<file path="config.mk">
export PLATFORM = sky130hd
export DESIGN_NAME = multdiv_ctrl
export DESIGN_NICKNAME = d
export VERILOG_FILES = /design/src/rtl/multdiv_ctrl.sv
export SDC_FILE = /design/constraint.sdc
export NUM_CORES = 1
export LEC_CHECK = 0
export CAP_MARGIN = 20
export CORE_AREA = 2 2 39 41
export CTS_BUF_LIST = sky130_fd_sc_hd__clkbuf_8
export DETAILED_ROUTE_END_ITERATION = 6
export DIE_AREA = 0 0 41 43
export GPL_ROUTABILITY_DRIVEN = 1
export SETUP_SLACK_MARGIN = 0.02
export SLEW_MARGIN = 40
export SYNTH_ARGS = -nofsm -noshare
export SYNTH_HDL_FRONTEND = slang
export SYNTH_SLANG_ARGS = --single-unit
</file>
<file path="constraint.sdc">
create_clock -name clk -period 3 [get_ports clk]
set_clock_uncertainty 0.05 [all_clocks]
set_input_delay 0.3 -clock clk [delete_from_list [all_inputs] [get_ports clk]]
set_output_delay 0.3 -clock clk [all_outputs]
set_load 0.1 [all_outputs]
</file>
<file path="src/rtl/multdiv_ctrl.sv">
// Sequencer for the iterative mul/div datapath: LOAD -> RUN (ITERATIONS steps) -> DONE, with the ready pulse ITERATIONS+2 cycles after start.
// No backpressure; a new start in any state restarts the operation. `MULTDIV_RDY_HOLD_EN holds DONE until the next start.
module multdiv_ctrl #(
  parameter int ITERATIONS = 32
) (
  input  logic       clk,
  input  logic       clr,
  input  logic       ctrl_MULT,
  input  logic       ctrl_DIV,
  input  logic [5:0] count,
  input  logic       divisor_zero,
  input  logic       mult_ovf,
  output logic       cnt_clr,
  output logic       cnt_en,
  output logic       load,
  output logic       step,
  output logic       op_is_div,
  output logic       busy,
  output logic       data_resultRDY,
  output logic       data_exception
);

  typedef enum logic [1:0] {
    IDLE = 2'd0,
    LOAD = 2'd1,
    RUN  = 2'd2,
    DONE = 2'd3
  } state_t;

  localparam logic [5:0] LAST_COUNT = 6'(ITERATIONS - 1);

  state_t state, state_nxt;
  logic   exc, exc_nxt;
  logic   op_nxt;
  logic   start;
  logic   last_iter;

  assign start     = ctrl_MULT | ctrl_DIV;
  assign last_iter = (count == LAST_COUNT);

  always_ff @(posedge clk or posedge clr) begin
    if (clr) begin
      state     <= IDLE;
      exc       <= 1'b0;
      op_is_div <= 1'b0;
      cnt_clr   <= 1'b0;
    end else begin
      state     <= state_nxt;
      exc       <= exc_nxt;
      op_is_div <= op_nxt;
      // Registered so the counter's async clear input never sees a decode glitch.
      cnt_clr   <= (state_nxt == LOAD);
    end
  end

  always_comb begin
    state_nxt = state;
    exc_nxt   = exc;
    op_nxt    = op_is_div;
    if (start) begin
      // A start in any state aborts the current operation; multiply has priority.
      state_nxt = LOAD;
      op_nxt    = ~ctrl_MULT;
    end else begin
      case (state)
        IDLE: state_nxt = IDLE;
        LOAD: begin
          if (op_is_div && divisor_zero) begin
            exc_nxt   = 1'b1;
            state_nxt = DONE;
          end else begin
            exc_nxt   = 1'b0;
            state_nxt = RUN;
          end
        end
        RUN: begin
          if (last_iter) begin
            state_nxt = DONE;
            if (!op_is_div) exc_nxt = mult_ovf;
          end
        end
        DONE: begin
`ifdef MULTDIV_RDY_HOLD_EN
          state_nxt = DONE;
`else
          state_nxt = IDLE;
`endif
        end
        default: state_nxt = IDLE;
      endcase
    end
  end

  always_comb begin
    load           = (state == LOAD);
    step           = (state == RUN);
    cnt_en         = (state == RUN);
    busy           = (state == LOAD) || (state == RUN);
    data_resultRDY = (state == DONE);
    data_exception = (state == DONE) && exc;
  end

endmodule

</file>
After elaboration in Yosys (flattened, before gate mapping). Cells that the tools add are included.

Register bits: 5. Bits of input ports: 12. Output and inout bits: 8. Word-level logic and storage cells: 29.

Reductions and logical operators: 7. Eq/ne operators: 7. Bitwise gates (word level): 3. Multiplexer cells: 8.

Operators by type and width (number): 6-bit by 5-bit == test with 1-bit output (second input constant) (1); 2-bit one-hot mux with 3 select lines (1); 2-bit by 1-bit == test with 1-bit output (second input constant) (2); 2-bit == test (second input constant) (2); 1-bit 2-to-1 mux (4); 2-bit 2-to-1 mux (2); 4-bit AND reduction (1); 1-bit logical AND (2); 2-bit zero test (1); 2-bit by 1-bit != test with 1-bit output (second input constant) (1); 2-bit != test (second input constant) (1); 1-bit inverter (2); 1-bit one-hot mux with 2 select lines (1); 2-bit nonzero test (1); 2-bit OR reduction (1); 1-bit logical OR (1); 1-bit OR (1).

Longest topological paths before layout. Gate-level depths: netlist (run 1).

Depth in word-level cells: 5. Mapped depth: 6. Gate-level depth less buffers: 6.

Worst setup path before layout (run 1). OpenSTA, ideal clock, no wires.

Path kind: flip-flop to output port. Start: register state[0]. End: output data_exception. Data arrival time: 2.043 ns. Cell stages (with the launch flop): 3. Required time: 2.650 ns. Path slack: 0.607 ns. Path buffers: 0. Cell sequence: dfrtp_1 -> ha_1 -> and2_1.

Longest elaborated chain between the ends: 2.

Ends and longest elaborated chain: start: declaration (line 32) `state_t state, state_nxt;`; start signal: assignment (line 48) `state <= state_nxt;`; 2-bit == test; via data_resultRDY (line 19) `output logic data_resultRDY,`; 1-bit logical AND (line 100) `data_exception = (state == DONE) && exc;`; end: declaration (line 20) `output logic data_exception`.

The timed path passes the listed nets, and every way through them passes these cells.

Worst setup path after layout (run 1).
Start: input ctrl_DIV. End: register exc.

Longest elaborated chain between the ends: 3.

Ends and longest elaborated chain: start: declaration (line 9) `input logic ctrl_DIV,`; 1-bit OR (line 38) `assign start = ctrl_MULT | ctrl_DIV;`; 1-bit inverter (no source line); 4-bit AND reduction (no source line); end signal: assignment (line 49) `exc <= exc_nxt;`; end: declaration (line 33) `logic exc, exc_nxt;`.

No other way between the ends. A chain may end at the register's enable or synchronous reset.

==> results of run 1 <==
## placed cells by master, fill, tap and decap left out, types with 2 or more instances in the layout
cell,instances
dfrtp_1,5
buf_4,8
a21oi_1,4
clkdlybuf4s50_1,11
clkbuf_8,3
inv_1,6
ha_1,3
nor2_1,4
nand2_1,2
## per-stage QoR
step                total power (W)  worst slack (ps)  hold slack [ps]
floorplan                  0.000162               607             28.5
global placement           0.000195               989              463
detailed placement         0.000194               966              461
CTS                        0.000316              1180              230
global route               0.000327              1110              248
finish                     0.000315              1190              220
## path summary, 6_finish.rpt
| kind | to | slack (ps) |
|---|---|---|
| max | exc | 1190 |
| min | op_is_div | 220 |
| max reg2reg | exc | 1360 |
| min reg2reg | exc | 490 |
| max in group asynchronous | state[0] | 2510 |
| min in group clk | exc | 490 |
## where the power goes
part / internal (W) / total (W) / switching [W]
Combinational: 0.0000331 / 0.000114 / 0.0000806
Sequential: 0.0000747 / 0.0000794 / 0.00000469
Clock: 0.0000878 / 0.000122 / 0.0000338
## flip-flops by register name (all words and copies together), names as in the netlist
name	count
state	2
cnt_clr	1
exc	1
op_is_div	1
## critical path: stages
cell and delay, ps:
clkdlybuf4s50_1 460, or4b_1 500, or4_1 430, o21ai_1 140
a21oi_1 50
## area by class of cell
| type | instances | area, sq um |
|---|---|---|
| flip-flops and latches | 5 | 125 |
| repair buffers | 19 | 170 |
| clock buffers | 3 | 41.3 |
| well taps | 16 | 20.0 |
| inverters | 5 | 18.8 |
| clock inverters | 1 | 3.75 |
| fillers | 150 | 855 |
| multi-input cells | 24 | 150 |
## metal layers
layer	global-route usage, %	up-vias	routed length, microns
met3	0	2	49
met4	10.0	0	17
met1	11.8	152	287
met5	0	-	0
met2	13.8	15	367
li1	-	160	-
## kinds of logic (layout without fill, tap and decap cells)
family,after synthesis,count (layout)
flops,5,5
fa+ha+maj,3,3
buf+inv,6,28
simple gates,14,14
compound gates,7,7
## synth_stat cells
cell	number
a21oi_1	4
a31oi_1	1
nor3b_1	1
buf_4	1
nor2_1	4
o21ai_1	1
ha_1	3
or4_1	1
nand2_1	2
inv_1	5
or4b_1	1
nand4_1	1
nor3_1	1
nor2b_1	1
dfrtp_1	5
o21ai_0	1
nand3_1	1
and2_1	1
==> flow_summary_export.csv, run 1 <==
group,metric,value,unit
routing,num_vias,329,
placed_design,dpl.cell_count,69,
power_and_ir_drop,p_per_area,595,nW/um^2
floorplanning,die-width,41,microns
global_routing,grt_overflow,0,
floorplanning,die-area,1760,sq um
placed_design,dpl_cell_area,484,sq um
power_and_ir_drop,ir_drop,0.356,mV
clock_network,cts_tree,"built",
routing,drt-initial-drc-count,2,
yosys,synth_warnings,0,
global_routing,grt_max_degree,7,
floorplanning,core_area,1380,sq um
floorplanning,rows,14,
power_and_ir_drop,leakagePower,0.251,nW
yosys,synthTopCellsByArea,"dfrtp_1, ha_1, a21oi_1",
yosys,synthDistinctLibCells,18,
yosys,synthXorXnorAreaFrac,0,%
yosys,syn_avg_cell_area,8.62,sq um
yosys,yosysTopAreaCell,"dfrtp_1",
global_routing,gr-usage-all-layers,9.61,%
cells_and_area,finalNetCount,73,
timing,fin_crit,1810,ps
setup_path,cp.arrival,1870,ps
timing,max_slew_margin,81.9,%
floorplanning,die_h,43,microns
setup_path,startpoint_type,"input pin",
floorplanning,io_pins,20,
job,drv_cap,0,
routing,drcViolationCount,0,
timing,worstMarginPinSlew,270,ps
timing,setup_viol,0,
yosys,syn-cell-area,302,sq um
timing,tns,0,ps
placed_design,globalplace.congestion,0.813,
clock_network,cts_resized,0,
yosys,synth_top_family_by_area,"simple AND/OR/NAND/NOR gates",
clock_network,clock-sinks,5,
routing,final_antenna_net_count,0,
clock_network,post-cts-setup-buffers,0,
clock_network,clk_pin_slew,40,ps
clock_network,ctsRootBufferMaster,"clkbuf_8",
global_routing,grt_pass1_wl,1120,microns
yosys,synth_cells,35,
cells_and_area,syn_to_final_growth,75.5,%
routing,wirelength,720,microns
routing,via_per_inst,4.51,
yosys,synth_compound_area_share,12.0,%
routing,firstDrtPassIters,2,
yosys,syn-num-nets,50,
global_routing,grt_pass1_vias,285,
timing,rsz0062_at_grt,"false",
cells_and_area,antennaDiodeCount,0,
clock_network,hold_buffers,0,
placed_design,io_buffers,19,
yosys,synth_top_area_share,41.5,%
floorplanning,start_util,21.8,%
setup_path,crit_path_max_fanout,4,
yosys,ys_ff_latch,5,
yosys,synthMuxAreaShare,0,%
timing,fmax,0.552,GHz
clock_network,cts-buffers-inserted,3,
cells_and_area,drive_above_1_share,19.3,%
global_routing,antenna_found_initial,0,
routing,drt-wirelength-per-cell,9.86,microns
yosys,seq_area_frac_synth,41.5,%
cells_and_area,stdcell_count,73,
cells_and_area,final_util,38.2,%
setup_path,path_class,"input pin to flop",
clock_network,htree_num_levels,1,
clock_network,clock_path_buffers,2,
setup_path,worstSetupEndpointType,"flop",
cells_and_area,finish.instance_area,529,sq um
yosys,synthSimpleGateAreaFrac,25.3,%
timing,hold_viol_final,0,
status,status,"finished clean",
setup_path,startpoint,"ctrl_DIV",
yosys,synthAdderAreaFrac,12.4,%
worst_hold_path,hold_path_class,"input pin to asynchronous set/reset pin",
timing,drv_slew,0,
setup_path,cp_data_required_time,3060,ps
timing,fin_crit_sh,60.4,%
clock_network,worstSkewPairLatency,220,ps
setup_path,crit-reg2reg-launch,"state[0]",
setup_path,reg2reg_depth,6,
Power figures use the tool's default switching activity.
==> inputs of run 2 (changes only) <==
clock period = 1.8 ns   (was 3 ns; I/O delays follow)
==> flow_summary_export.csv, run 2 (synthesis results as in run 1) <==
group,metric,value,unit
setup_path,cp_top_family,"simple AND/OR/NAND/NOR gates",
setup_path,cp.arrival,1710,ps
floorplanning,io_pins,20,
routing,final_antenna_net_count,0,
clock_network,worstSkewPairLatency,220,ps
clock_network,cts_tree,"built",
setup_path,rrSetupSlack,160,ps
power_and_ir_drop,leakagePower,0.282,nW
timing,max_slew_margin,81.6,%
floorplanning,die-width,41,microns
setup_path,startpoint,"count[5]",
setup_path,cp_slowest_stage_delay,500,ps
setup_path,reg2reg_depth,6,
setup_path,r2r-end,"exc",
global_routing,grt_pass1_vias,305,
timing,rsz0062_at_grt,"false",
job,drv_cap,0,
routing,num_vias,321,
global_routing,grt_pass1_wl,1260,microns
power_and_ir_drop,ir_drop,0.432,mV
floorplanning,core_area,1380,sq um
cells_and_area,finish.instance_area,648,sq um
setup_path,crit_buf_inv,1,
cells_and_area,n_fill_cell,136,
cells_and_area,final_cell_mix,"clkdlybuf4s50_1, inv_1, buf_12",
timing,drv_slew,0,
routing,wirelength,724,microns
clock_network,clock_path_buffers,2,
timing,tns,0,ps
global_routing,grt_overflow,0,
cells_and_area,syn_to_final_growth,115,%
timing,hold_viol_final,0,
floorplanning,die-area,1760,sq um
routing,via_per_inst,4.28,
clock_network,ctsRootBufferMaster,"clkbuf_8",
clock_network,clock-sinks,5,
cells_and_area,final_util,46.8,%
timing,fin_crit_sh,92.1,%
setup_path,startpoint_type,"input pin",
timing,fin_crit,1660,ps
placed_design,dpl_cell_area,603,sq um
clock_network,htree_num_levels,1,
cells_and_area,largest_reg_flops,2,
clock_network,cts_resized,0,
global_routing,antenna_found_initial,0,
timing,setup_viol,0,
setup_path,worstSetupEndpointType,"flop",
cells_and_area,largest-register,"state",
setup_path,crit-reg2reg-launch,"state[0]",
routing,drcViolationCount,0,
global_routing,grt_max_degree,7,
clock_network,cts-buffers-inserted,3,
power_and_ir_drop,power,0.000564,W
setup_path,cp_slowest_cell,"or4b_1",
setup_path,path_class,"input pin to flop",
global_routing,gr-usage-all-layers,10.4,%
clock_network,clk_pin_slew,40,ps
floorplanning,start_util,21.8,%
setup_path,path_cells,"clkdlybuf4s50_1, or4b_1, or4_1, o21ai_1, a21oi_1",
routing,drt-initial-drc-count,4,
clock_network,hold_buffers,0,
setup_path,crit_path_max_fanout,2,
floorplanning,die_h,43,microns
placed_design,globalplace.congestion,0.689,
cells_and_area,finalNetCount,75,
floorplanning,rows,14,
status,status,"finished clean",
power_and_ir_drop,p_per_area,870,nW/um^2
worst_hold_path,hold_path_class,"input pin to asynchronous set/reset pin",
placed_design,io_buffers,19,
routing,firstDrtPassIters,2,
setup_path,cp_data_required_time,1850,ps
cells_and_area,stdcell_count,75,
placed_design,dpl.cell_count,71,
cells_and_area,antennaDiodeCount,0,
cells_and_area,final_common_cell,"clkdlybuf4s50_1",
timing,worstMarginPinSlew,278,ps
timing,fmax,0.603,GHz
routing,drt-wirelength-per-cell,9.65,microns
placed_design,hpwl,627,microns
clock_network,post-cts-setup-buffers,0,
cells_and_area,drive_above_1_share,28.8,%
## run 2: cell types whose count changed in the layout (fill, tap and decap cells not counted)
cell / previous run / this run
buf_4: 8 / 4
and2_1: 1 / 0
buf_12: 0 / 6
ha_2: 0 / 1
and2_2: 0 / 1
ha_1: 3 / 0
ha_4: 0 / 2
## run 2: stage by stage
step	hold slack, ps	setup slack (ps)
after floorplan	-91.5	24.6
after global placement	344	-59.0
after detailed placement	349	-75.9
after CTS	118	152
after global routing	133	82.5
final	113	141
## run 2: routing by layer
layer	global-route usage [%]	routed length [microns]	vias to the layer above
met1	13.1	284	142
met3	2.09	42	0
li1	-	-	170
met4	8.00	0	0
met2	14.7	396	9
met5	0	0	-
## run 2: final cells by class
class                   instances  area [sq um]  share of cell area, %
multi-input cells              24           179                   27.6
flip-flops and latches          5           125                   19.3
repair buffers                 21           260                   40.2
clock inverters                 1          3.75                  0.579
clock buffers                   3          41.3                   6.37
well taps                      16          20.0                   3.09
inverters                       5          18.8                   2.90
## run 2: where the power goes
group / switching, W / internal [W]
combinational: 0.000142 / 0.0000912
sequential: 0.00000911 / 0.000125
clock: 0.0000513 / 0.000146
## run 2: how the worst max path moves through the flow
stage               end  slack, ps  depth (start not counted)
global placement    exc        -60                          5
CTS                 exc        150                          5
floorplan           exc         20                          6
global route        exc         80                          6
detailed placement  exc        -80                          5
finish              exc        140                          5
## run 2: worst reg2reg max path, stage by stage, from the launching register on
cell     delay, ps
dfrtp_1        430
inv_1          120
ha_4           200
nor2_1          60
or4_1          480
o21ai_1        140
a21oi_1         50
==> inputs of run 3 (changes only) <==
PLACE_DENSITY = 0.55   (was unset)
==> flow_summary_export.csv, run 3 (synthesis results as in run 1) <==
group,metric,value,unit
setup_path,cp_data_required_time,1860,ps
floorplanning,rows,14,
floorplanning,start_util,21.8,%
timing,fin_crit_sh,91.5,%
floorplanning,die-area,1760,sq um
clock_network,cts-buffers-inserted,3,
routing,wirelength,747,microns
routing,num_vias,335,
floorplanning,io_pins,20,
cells_and_area,finish.instance_area,648,sq um
routing,drcViolationCount,0,
clock_network,clk_pin_slew,40,ps
global_routing,grt_overflow,0,
floorplanning,core_area,1380,sq um
placed_design,io_buffers,19,
timing,max_slew_margin,81.6,%
floorplanning,die_h,43,microns
routing,final_antenna_net_count,0,
routing,drt-wirelength-per-cell,9.96,microns
cells_and_area,final_common_cell,"clkdlybuf4s50_1",
placed_design,dpl_cell_area,603,sq um
power_and_ir_drop,power,0.000572,W
timing,fmax,0.607,GHz
global_routing,antenna_found_initial,0,
cells_and_area,largest_reg_flops,2,
timing,rsz0062_at_grt,"false",
cells_and_area,final_cell_mix,"clkdlybuf4s50_1, inv_1, buf_12",
routing,firstDrtPassIters,1,
setup_path,worstSetupEndpointType,"flop",
setup_path,path_class,"input pin to flop",
routing,via_per_inst,4.47,
cells_and_area,final_util,46.8,%
timing,tns,0,ps
timing,hold_viol_final,0,
setup_path,crit-reg2reg-launch,"state[0]",
clock_network,post-cts-setup-buffers,0,
clock_network,cts_resized,0,
global_routing,grt_max_degree,7,
clock_network,cts_tree,"built",
cells_and_area,multi_input_area,179,sq um
clock_network,htree_num_levels,1,
timing,worstMarginPinSlew,278,ps
timing,setup_viol,0,
cells_and_area,ff_latch_area,125,sq um
clock_network,clock-sinks,5,
setup_path,cp.arrival,1700,ps
setup_path,r2r-end,"exc",
power_and_ir_drop,leakagePower,0.282,nW
clock_network,worstSkewPairLatency,220,ps
placed_design,globalplace.congestion,0.631,
setup_path,startpoint_type,"input pin",
clock_network,hold_buffers,0,
timing,drv_slew,0,
cells_and_area,n_fill_cell,138,
power_and_ir_drop,ir_drop,0.898,mV
power_and_ir_drop,p_per_area,883,nW/um^2
cells_and_area,finalNetCount,75,
worst_hold_path,hold_path_class,"input pin to asynchronous set/reset pin",
global_routing,grt_pass1_wl,1260,microns
cells_and_area,largest-register,"state",
cells_and_area,antennaDiodeCount,0,
clock_network,clock_path_buffers,2,
routing,drt-initial-drc-count,0,
job,drv_cap,0,
status,status,"finished clean",
setup_path,reg2reg_depth,6,
floorplanning,die-width,41,microns
clock_network,ctsRootBufferMaster,"clkbuf_8",
global_routing,grt_pass1_vias,310,
setup_path,crit_path_max_fanout,2,
cells_and_area,syn_to_final_growth,115,%
global_routing,gr-usage-all-layers,11.1,%
cells_and_area,drive_above_1_share,28.8,%
setup_path,rrSetupSlack,170,ps
timing,fin_crit,1650,ps
-- run 3: cell counts in the layout (fill, tap and decap cells not counted) --
No cell type changed its count.
-- run 3: layout make-up --
class / count / share of cell area [%]
timing repair buffer: 21 / 40.2
multi-input combinational: 24 / 27.6
sequential: 5 / 19.3
clock buffer: 3 / 6.37
tap: 16 / 3.09
inverter: 5 / 2.90
clock inverter: 1 / 0.579
-- run 3: power by group --
group | switching (W) | internal, W | leakage, nW | total [W]
combinational | 0.000142 | 0.0000908 | 0.198 | 0.000232
clock | 0.0000591 | 0.000147 | 0.0269 | 0.000206
sequential | 0.00000947 | 0.000124 | 0.0574 | 0.000134
total | 0.000210 | 0.000362 | 0.282 | 0.000572
-- run 3: metrics by stage --
stage	setup slack [ps]	instances	hold slack [ps]
detailed placement	-85.3	71	352
finish	153	75	109
global placement	-66.3	71	354
floorplan	24.6	35	-91.5
CTS	145	75	118
global route	98.5	75	156
-- run 3: worst max-delay path by stage --
stage               slack (ps)   to     start
CTS                        150  exc  ctrl_DIV
finish                     150  exc  ctrl_DIV
floorplan                   20  exc  state[0]
detailed placement         -90  exc  ctrl_DIV
global placement           -70  exc  count[5]
global route               100  exc  state[0]
-- run 3: layer usage --
metal	up-vias	share of wire [%]	GRT usage [%]
met1	152	43	13.2
met4	0	1.1	4.00
met3	2	9.6	6.28
li1	167	-	-
met5	-	0	0
met2	14	46	16.3
-- run 3: worst max-delay path: stages --
cell	delay, ps
clkdlybuf4s50_1	430
or4b_1	490
or4_1	420
o21ai_1	140
a21oi_1	50
